**src/rtl/mac_pkg.sv**
```systemverilog
// mac_pkg
//   Shared definitions for the MAC accumulator slice: the control state
//   encoding, the product width coming from the 8-bit multiplier, and the
//   default batch length and accumulator width.
//   Optional feature macro used by this slice: MAC_ACC_SAT_EN.
package mac_pkg;

   localparam int PROD_W        = 8;
   localparam int N_TERMS_DEF   = 8;
   localparam int ACC_W_DEF     = 16;

   typedef enum logic [1:0] {
      IDLE  = 2'd0,
      ACCUM = 2'd1,
      DONE  = 2'd2
   } state_e;

endpackage : mac_pkg

```
**src/rtl/mac_acc_adder.sv**
```systemverilog
// mac_acc_adder
//   Combinational accumulate step: adds a zero-extended 8-bit product to the
//   running accumulator and reports the carry out of ACC_W bits.
//   Macro MAC_ACC_SAT_EN: when defined, a carry clamps the result to the
//   all-ones value; otherwise the result wraps modulo 2^ACC_W.
// Ports:
//   acc_i   in  ACC_W   current accumulator value
//   prod_i  in  PROD_W  unsigned product term
//   nxt_o   out ACC_W   next accumulator value
//   carry_o out 1       carry out of the ACC_W-bit add
module mac_acc_adder
   import mac_pkg::*;
#(
   parameter int ACC_W = ACC_W_DEF
) (
   input  logic [ACC_W-1:0]  acc_i,
   input  logic [PROD_W-1:0] prod_i,
   output logic [ACC_W-1:0]  nxt_o,
   output logic              carry_o
);

   logic [ACC_W:0] raw;

   assign raw     = {1'b0, acc_i} + (ACC_W+1)'(prod_i);
   assign carry_o = raw[ACC_W];

`ifdef MAC_ACC_SAT_EN
   // Once clamped, further adds either carry again or add zero, so the
   // accumulator stays pinned at full scale for the rest of the batch.
   assign nxt_o = raw[ACC_W] ? {ACC_W{1'b1}} : raw[ACC_W-1:0];
`else
   assign nxt_o = raw[ACC_W-1:0];
`endif

endmodule : mac_acc_adder

```
**src/rtl/mac_accumulator.sv**
```systemverilog
// mac_accumulator
//   Sums a fixed-length batch of N_TERMS unsigned 8-bit products into an
//   ACC_W-bit accumulator and hands the result downstream over a
//   valid/ready handshake. All outputs are registered.
//   Macro MAC_ACC_SAT_EN (see mac_acc_adder) selects saturating overflow.
// Ports:
//   clk        in  1      system clock, rising edge
//   rst        in  1      asynchronous active-low reset
//   acc_start  in  1      begin a new batch (sampled in IDLE only)
//   prod       in  8      unsigned product term
//   prod_valid in  1      prod is a valid term this cycle
//   sum        out ACC_W  batch result, stable while sum_valid
//   sum_valid  out 1      result available
//   sum_ready  in  1      consumer accepts result
//   busy       out 1      high in ACCUM and DONE
//   ovf        out 1      batch overflowed ACC_W, valid with sum_valid
module mac_accumulator
   import mac_pkg::*;
#(
   parameter int N_TERMS = N_TERMS_DEF,
   parameter int ACC_W   = ACC_W_DEF
) (
   input  logic              clk,
   input  logic              rst,
   input  logic              acc_start,
   input  logic [PROD_W-1:0] prod,
   input  logic              prod_valid,
   output logic [ACC_W-1:0]  sum,
   output logic              sum_valid,
   input  logic              sum_ready,
   output logic              busy,
   output logic              ovf
);

   localparam int                CNT_W    = $clog2(N_TERMS);
   localparam logic [CNT_W-1:0]  CNT_LAST = CNT_W'(N_TERMS - 1);

   state_e             state_q;
   logic [ACC_W-1:0]   acc_q;
   logic [ACC_W-1:0]   acc_d;
   logic               carry_d;
   logic [CNT_W-1:0]   cnt_q;
   logic [ACC_W-1:0]   sum_q;
   logic               sum_valid_q;
   logic               busy_q;
   logic               ovf_q;

   mac_acc_adder #(
      .ACC_W (ACC_W)
   ) u_adder (
      .acc_i   (acc_q),
      .prod_i  (prod),
      .nxt_o   (acc_d),
      .carry_o (carry_d)
   );

   always_ff @(posedge clk or negedge rst) begin
      if (!rst) begin
         state_q     <= IDLE;
         acc_q       <= '0;
         cnt_q       <= '0;
         sum_q       <= '0;
         sum_valid_q <= 1'b0;
         busy_q      <= 1'b0;
         ovf_q       <= 1'b0;
      end else begin
         case (state_q)
            IDLE: begin
               if (acc_start) begin
                  state_q <= ACCUM;
                  acc_q   <= '0;
                  cnt_q   <= '0;
                  ovf_q   <= 1'b0;
                  busy_q  <= 1'b1;
               end
            end
            ACCUM: begin
               if (prod_valid) begin
                  acc_q <= acc_d;
                  // Sticky: any carry during the batch marks the result.
                  ovf_q <= ovf_q | carry_d;
                  if (cnt_q == CNT_LAST) begin
                     // The final term goes straight into sum so the result
                     // appears on the same edge that accepts it.
                     sum_q       <= acc_d;
                     sum_valid_q <= 1'b1;
                     cnt_q       <= '0;
                     state_q     <= DONE;
                  end else begin
                     cnt_q <= cnt_q + CNT_W'(1);
                  end
               end
            end
            DONE: begin
               if (sum_ready) begin
                  sum_valid_q <= 1'b0;
                  busy_q      <= 1'b0;
                  state_q     <= IDLE;
               end
            end
            default: begin
               state_q     <= IDLE;
               sum_valid_q <= 1'b0;
               busy_q      <= 1'b0;
            end
         endcase
      end
   end

   assign sum       = sum_q;
   assign sum_valid = sum_valid_q;
   assign busy      = busy_q;
   assign ovf       = ovf_q;

endmodule : mac_accumulator

```
**config.mk**
```make
export PLATFORM = sky130hd
export DESIGN_NAME = mac_accumulator
export DESIGN_NICKNAME = d
export VERILOG_FILES = /design/src/rtl/mac_pkg.sv /design/src/rtl/mac_acc_adder.sv /design/src/rtl/mac_accumulator.sv
export SDC_FILE = /design/constraint.sdc
export NUM_CORES = 1
export LEC_CHECK = 0
export CAP_MARGIN = 20
export CORE_MARGIN = 2
export CORE_UTILIZATION = 55
export DETAILED_ROUTE_END_ITERATION = 7
export PLACE_DENSITY_LB_ADDON = 0.12
export SETUP_SLACK_MARGIN = 0.02
export SLEW_MARGIN = 20
export SYNTH_ARGS = -nofsm -noshare
export SYNTH_HDL_FRONTEND = slang
export SYNTH_SLANG_ARGS = --single-unit
```
**constraint.sdc**
```tcl
create_clock -name clk -period 6.4 [get_ports clk]
set_clock_uncertainty 0.1 [all_clocks]
set_input_delay 1.92 -clock clk [delete_from_list [all_inputs] [get_ports clk]]
set_output_delay 1.92 -clock clk [all_outputs]
set_load 0.01 [all_outputs]
```
Word level (Yosys, flattened, before mapping)
Index checks and enable logic that the tools add are counted.
{ "word_totals": {"ramBits": 0, "out_inout_bits": 19, "inputBits": 13, "regBits": 40, "rom_bits": 0, "latchBits": 0, "memories": 0, "word_cells": 47} }
{ "classes": {"n_div": 0, "mul": 0, "n_reduce_logical": 7, "eq_ne": 7, "n_shift": 0, "mux": 21, "n_addsub": 2, "order_cmp": 0, "bitwise_logic": 3} }
{ "op_table": {"columns": ["cell", "count"], "rows": [
  ["$mux 16", 2],
  ["$pmux 16 s2", 1],
  ["$add 16x8->17", 1],
  ["$mux 3", 3],
  ["$reduce_and 3->1", 3],
  ["$mux 2", 4],
  ["$ne 2x2->1 const B", 4],
  ["$reduce_and 4->1", 2],
  ["$mux 1", 6],
  ["$pmux 1 s3", 2],
  ["$pmux 2 s3", 1],
  ["$pmux 3 s2", 1],
  ["$add 3x1->3 const B", 1],
  ["$eq 3x3->1 const B", 1],
  ["$eq 2x1->1 const B", 1],
  ["$eq 2x2->1 const B", 1],
  ["$logic_not 2->1", 1],
  ["$not 1->1", 2],
  ["$pmux 1 s2", 1],
  ["$reduce_bool 2->1", 1],
  ["$or 1x1->1", 1]
]} }

Longest topological paths before layout
Gate-level depths: netlist of the first run.
{ "depth": {"word_depth": 4, "mapped_depth": 8, "depth_no_buf": 7} }

Modules after synthesis
From an unflattened synthesis of the first run, not the netlist that was laid out.
{ "hier_totals": {"cells_unflattened": 209, "hier_area_um2": 2339.7} }
{ "modules_own_cells": {"columns": ["module", "n_inst", "area_per_inst_um2", "cells_each", "seq_area_each_um2"], "rows": [
  ["mac_accumulator", 1, 1745.4, 125, 1001.0],
  ["mac_acc_adder", 1, 594.3, 84, 0.0]
]} }

Least setup slack after synthesis of the first run
Ideal clock, no wire load.
{ "synth_path": {"path_type": "input to register", "from": "in prod[0]", "to": "reg acc_q[14]", "setup_slack_ns": 2.761, "t_arrival_ns": 3.404, "n_path_buf": 0, "setup_time_ns": 0.135, "cell_stages": 7, "t_required_ns": 6.165, "path_cell_list": "ha_1 -> fa_1 -> a211oi_1 -> o211ai_1 -> nand4_1 -> xor2_1 -> o21ai_0"} }
{ "synth_via": {"elab_chain_cells": 3} }
{ "synth_lines": {"columns": ["item", "line", "source"], "rows": [
  ["start, declared", "mac_accumulator.sv:26", "input logic [PROD_W-1:0] prod,"],
  ["$add 16x8->17", "mac_acc_adder.sv:24", "assign raw = {1'b0, acc_i} + (ACC_W+1)'(prod_i);"],
  ["$mux 16", "mac_accumulator.sv:78", "if (prod_valid) begin"],
  ["$pmux 16 s2", "mac_accumulator.sv:67", "case (state_q)"],
  ["end signal, assigned", "mac_accumulator.sv:60", "acc_q <= '0;"],
  ["end signal, assigned", "mac_accumulator.sv:71", "acc_q <= '0;"],
  ["end signal, assigned", "mac_accumulator.sv:79", "acc_q <= acc_d;"],
  ["end, declared", "mac_accumulator.sv:39", "logic [ACC_W-1:0] acc_q;"]
]} }
No other way between the ends. The select of a mux whose other input is x is not followed.
A chain may end at the register's enable or synchronous reset.

Worst setup path in the final report of the first run
{ "layout_path": {"from": "in prod[7]", "to": "reg sum_q[15], in the netlist sum[15]"} }
{ "layout_via": {"elab_chain_cells": 1} }
{ "layout_lines": {"columns": ["item", "line", "source"], "rows": [
  ["$add 16x8->17", "mac_acc_adder.sv:24", null],
  ["end signal, assigned", "mac_accumulator.sv:62", "sum_q <= '0;"],
  ["end signal, assigned", "mac_accumulator.sv:85", "sum_q <= acc_d;"],
  ["end, declared", "mac_accumulator.sv:43", "logic [ACC_W-1:0] sum_q;"]
]} }
No other way between the ends.

==> flow_summary.yaml, run 1 <==
cts:
  ctsResizeCount: 0
  h-tree-depth: 2
  cts_setup_buffers: 0
  numCtsBuffers: 5
  clock_path_buffers: 2
  clock-root-buffer: "clkbuf_8"
  cts_tree: "done"
  clkLatencyLatePin_ps: 290
  clock_sinks: 40
  path_clk_slew_ps: 70
  postCtsHoldBufs: 0
floorplan:
  die-area_sq_um: 4310
  rows: 22
  ioPinCount: 32
  start_util: 0.571
  die_x_um: 65.7
  core_sq_um: 3660
  die_h_um: 65.7
synth:
  synth_nets: 241
  yosys.area.top_type_share: 0.478
  synth_cell_types: 42
  synth_ff_type: "dfrtp_1"
  yosys-top-cells-area: "dfrtp_1 48%, nand2_1 7.9%, ha_1 6.0%, o21ai_0 5.3%, xnor2_1 4.2%"
  synth-warning-count: 0
  seq_area_frac_synth: 0.478
  synth_area_per_cell_sq_um: 9.64
  synth-seq-cells: 40
  synth_top_area_cell: "dfrtp_1"
  yosysMostFrequentCell: "nand2_1"
  ys_async_sr_fraction: 1.00
  synthesis.area_sq_um: 2090
  synth_edf_count: 0
  synth_cells: 217
  synth_common_cells: "44 x nand2_1, 40 x dfrtp_1, 22 x o21ai_0"
timing:
  period_minus_slack_ps: 4000
  period_share: 0.625
  report.final.slew_viol_count: 0
  hold_viol: 0
  tightest_slew_ps: 957
  max_freq_ghz: 0.250
  rsz0062_at_grt: "no"
  finalSetupViolations: 0
  setup_tns_ps: 0
  relSlewSlack: 0.360
final_layout:
  final_area_sq_um: 2500
  num_antenna_cells: 0
  layout-drive-gt1-share: 0.0769
  fillers: 291
  syn_to_final_growth_pct: 19.3
  finalNetCount: 270
  multiInputGateArea_sq_um: 1010
  stdcell_count: 295
  area.sequential_sq_um: 1000
pwr:
  p_int_w: 0.000638
  comb_power_share: 0.453
  swShare: 0.378
  vdd_drop_max_uv: 282
  power.density_nw_per_um2: 411
  p_sw_w: 0.000388
  p_leak_nw: 1.12
  clkPwrFrac: 0.167
  pwr-share-seq: 0.379
critical_path:
  crit_path_start_kind: "primary input"
  cp.required_ps: 6450
  cp.arrival_ps: 4050
  crit_type: "primary input to flip-flop"
  cp_max_fo: 5
  cp-end-kind: "flip-flop"
drt:
  wire_per_inst_um: 13.2
  post-route-drc-count: 0
  via_count: 1622
  drt-pass1-iter-count: 4
  via_per_inst: 5.50
  ant_nets: 0
  drt_iter0_markers: 66
  routed_wirelength_mm: 3.89
placement:
  place_area_sq_um: 2400
  place_congestion: 0.788
  port_buffers: 31
  hpwlAfterDp_mm: 2.82
  place_inst: 287
grt:
  grt_pass1_wl_mm: 6.84
  grt_use_total: 0.210
  grt_max_degree: 41
  grt_overflow: 0
  antenna_found_initial: 0
  grt_pass1_vias: 1499
outcome:
  status: "finished clean"
flow_run:
  maxCapViolations: 0
min_path:
  hold_path.class: "flip-flop to flip-flop"
-- power by group through the flow --
| stage | combinational (W) | clock, W | sequential, W |
|---|---|---|---|
| 3_3_place_gp | 0.000458 | 0 | 0.000392 |
| 4_1_cts | 0.000468 | 0.000176 | 0.000390 |
| 3_5_place_dp | 0.000465 | 0 | 0.000394 |
| 6_report | 0.000465 | 0.000172 | 0.000389 |
| 5_1_grt | 0.000526 | 0.000188 | 0.000402 |
| 2_1_floorplan | 0.000309 | 0 | 0.000400 |
-- registers in the layout, indices dropped and copies added, names as in the netlist --
register   cells
sum_valid      1
sum           16
acc_q         16
ovf            1
cnt_q          3
busy           1
state_q        2
-- through the flow --
stage,total power (W),hold slack (ps),setup slack (ps),utilization
global placement,0.000850,358,2140,0.657
global route,0.00112,409,2260,0.682
floorplan,0.000710,343,2760,-
detailed placement,0.000859,367,2090,0.657
CTS,0.00103,384,2410,0.682
finish,0.00103,377,2400,0.682
-- kinds of logic after synthesis --
family | count (synthesis) | synth area share
and+or+nand+nor | 70 | 0.145
AOI/OAI and AO/OA | 63 | 0.191
DFF | 40 | 0.478
buffers and inverters | 15 | 0.0365
xor gates and xnor gates | 14 | 0.0586
adders and majority gates | 11 | 0.0694
muxes | 4 | 0.0203
-- area by class of cell --
type,instances,area share
Clock buffer,6,0.0331
Clock inverter,2,0.00401
Inverter,6,0.00902
Multi-Input combinational cell,162,0.407
Sequential cell,40,0.401
Tap cell,48,0.0241
Timing Repair Buffer,31,0.122
-- metal layers --
layer  up-vias  share of wire  track usage
met5         -              0            0
met4         0          0.019       0.0859
met2        29           0.45        0.340
met3         7          0.041       0.0462
met1       769           0.49        0.274
li1        817              -            -
-- worst paths after layout --
path | start | to | slack (ps) | cells after the start
min in group asynchronous | rst | acc_q[5] | 1630 | 1
hold / removal | sum[6] | sum[6] | 380 | 2
hold reg to reg | sum[6] | sum[6] | 380 | 2
setup / recovery | prod[7] | sum[15] | 2400 | 7
setup reg to reg | acc_q[6] | sum[15] | 4070 | 6
max in group asynchronous | rst | sum[11] | 4030 | 1
-- worst max-delay path, cell delays in order --
cell and delay (ps):
clkdlybuf4s50_1 420, ha_1 370, and3_1 220, a221oi_1 590, a211oi_2 210, xnor2_1 240
o21ai_2 70
-- cell usage in the layout (no fill, tap or decap), types with 3 or more instances in the layout --
cell type / n
nand4_1: 3
dfrtp_1: 40
o21ai_1: 3
a31oi_1: 4
clkdlybuf4s50_1: 30
o211ai_1: 3
clkbuf_8: 6
a21oi_1: 10
nand3_1: 7
xnor2_1: 10
inv_1: 6
nand2_1: 44
ha_1: 10
nor2_1: 9
o21ai_0: 22
a21o_1: 5
xor2_1: 4
No activity file was read; power rests on OpenSTA's default activity.
==> run 2, diff against run 1 <==
CORE_UTILIZATION = 53   (was 55)
clock period = 3.89 ns   (was 6.4 ns; I/O delays follow)
==> flow_summary.yaml, run 2 (synthesis gave the netlist of run 1 again) <==
cts:
  clock_sinks: 40
  cts_setup_buffers: 0
  numCtsBuffers: 5
  ctsResizeCount: 0
  clkLatencyLatePin_ps: 290
  clock-root-buffer: "clkbuf_8"
  cts_tree: "done"
  clock_path_buffers: 2
  h-tree-depth: 2
  path_clk_slew_ps: 70
  postCtsHoldBufs: 0
floorplan:
  die_h_um: 66.8
  die_x_um: 66.8
  die-area_sq_um: 4470
  core_sq_um: 3720
  start_util: 0.563
  ioPinCount: 32
  rows: 22
min_path:
  holdPathStages: 2
  hold_start: "acc_q[0]"
  hold_path.class: "flip-flop to flip-flop"
  hold_path_end: "acc_q[0]"
timing:
  tightest_slew_ps: 866
  report.final.slew_viol_count: 0
  relSlewSlack: 0.422
  hold_viol: 0
  setup_tns_ps: 0
  fin_hold_ws_ps: 374
  max_freq_ghz: 0.313
  period_minus_slack_ps: 3190
  finalSetupViolations: 0
  period_share: 0.821
  rsz0062_at_grt: "no"
  worst_slack_ps: 698
drt:
  via_count: 1630
  ant_nets: 0
  drt_iter0_markers: 105
  routed_wirelength_mm: 4.02
  via_per_inst: 5.47
  post-route-drc-count: 0
  wire_per_inst_um: 13.5
  drt-pass1-iter-count: 4
critical_path:
  timing.rr.end: "acc_q[15]"
  max_stage_delay_ps: 430
  reg2reg_from: "acc_q[7]"
  reg2regPathDepth: 6
  crit_path_start_kind: "primary input"
  cp.arrival_ps: 3250
  crit_type: "primary input to flip-flop"
  cp-end-kind: "flip-flop"
  cp_top_family: "adder cells"
  cp_cell_sequence: "clkdlybuf4s50_1 > ha_1 > fa_1 > a211oi_1 > o211ai_1 > nand4_1 > xor2_1 > o21ai_0"
  regToRegSetupSlack_ps: 1610
  timing.critical_path.buf_inv: 1
  cp_max_fo: 6
  cp.required_ps: 3950
  critPathSlowestCell: "fa_1"
pwr:
  swShare: 0.376
  clkPwrFrac: 0.165
  pwr-share-seq: 0.377
  comb_power_share: 0.458
  power.density_nw_per_um2: 674
  p_leak_nw: 1.13
  p_int_w: 0.00106
  p_sw_w: 0.000638
  vdd_drop_max_uv: 374
grt:
  grt_pass1_wl_mm: 7.05
  grt_overflow: 0
  grt_use_total: 0.212
  grt_max_degree: 41
  antenna_found_initial: 0
  grt_pass1_vias: 1550
outcome:
  status: "finished clean"
placement:
  port_buffers: 31
  place_ws_ps: 380
  hpwlAfterDp_mm: 2.87
  place_congestion: 0.814
final_layout:
  finalNetCount: 273
  mostFrequentLayoutCells: "44 x nand2_1, 40 x dfrtp_1, 30 x clkdlybuf4s50_1, 22 x o21ai_0"
  num_antenna_cells: 0
  final_common_cell: "nand2_1"
  syn_to_final_growth_pct: 20.4
  layout-drive-gt1-share: 0.0880
flow_run:
  maxCapViolations: 0
-- run 2: changes by cell type in the layout (fill, tap and decap cells not counted), sizes merged --
cell,delta
buf,+3
-- run 2: power by group through the flow --
stage          clock (W)  combinational (W)  sequential, W
6_report        0.000280           0.000778       0.000641
5_1_grt         0.000310           0.000878       0.000659
4_1_cts         0.000285           0.000783       0.000643
3_5_place_dp           0           0.000775       0.000651
3_3_place_gp           0           0.000768       0.000647
2_1_floorplan          0           0.000509       0.000659
-- run 2: cell type report --
class                           instances  area (sq um)
Fill cell                             312          1200
Multi-Input combinational cell        162          1010
Sequential cell                        40          1000
Timing Repair Buffer                   34           328
Clock buffer                            6          82.6
Tap cell                               48          60.1
Inverter                                6          22.5
Clock inverter                          2          10.0
-- run 2: worst register-to-register path, stage by stage, from the launching register on --
cell and delay (ps):
dfrtp_1 390, ha_1 360, and3_1 200, or3b_4 420, a211oi_2 340, mux2i_1 240
o21ai_0 110
-- run 2: stage by stage --
step,instance area (sq um),instances,utilization,power (W)
6_report,2520,298,0.678,0.00170
5_1_grt,2520,298,0.678,0.00185
4_1_cts,2520,298,0.678,0.00171
3_5_place_dp,2430,290,0.653,0.00143
3_3_place_gp,2430,290,0.653,0.00141
2_1_floorplan,2090,217,-,0.00117
-- run 2: worst max-delay path by stage --
stage	depth (start not counted)	startpoint	to	slack, ps
after floorplan	7	prod[0]	acc_q[14]	1000
after global placement	8	prod[0]	acc_q[14]	440
after detailed placement	8	prod[0]	sum[14]	380
after CTS	8	prod[0]	sum[14]	680
after global routing	8	prod[0]	sum[14]	430
final	8	prod[0]	sum[14]	700
-- run 2: metal layers --
| layer | up-vias | routed length (um) | global-route usage |
|---|---|---|---|
| met3 | 10 | 172 | 0.0524 |
| li1 | 817 | - | - |
| met5 | - | 0 | 0 |
| met1 | 766 | 1950 | 0.274 |
| met2 | 37 | 1810 | 0.333 |
| met4 | 0 | 86 | 0.0995 |
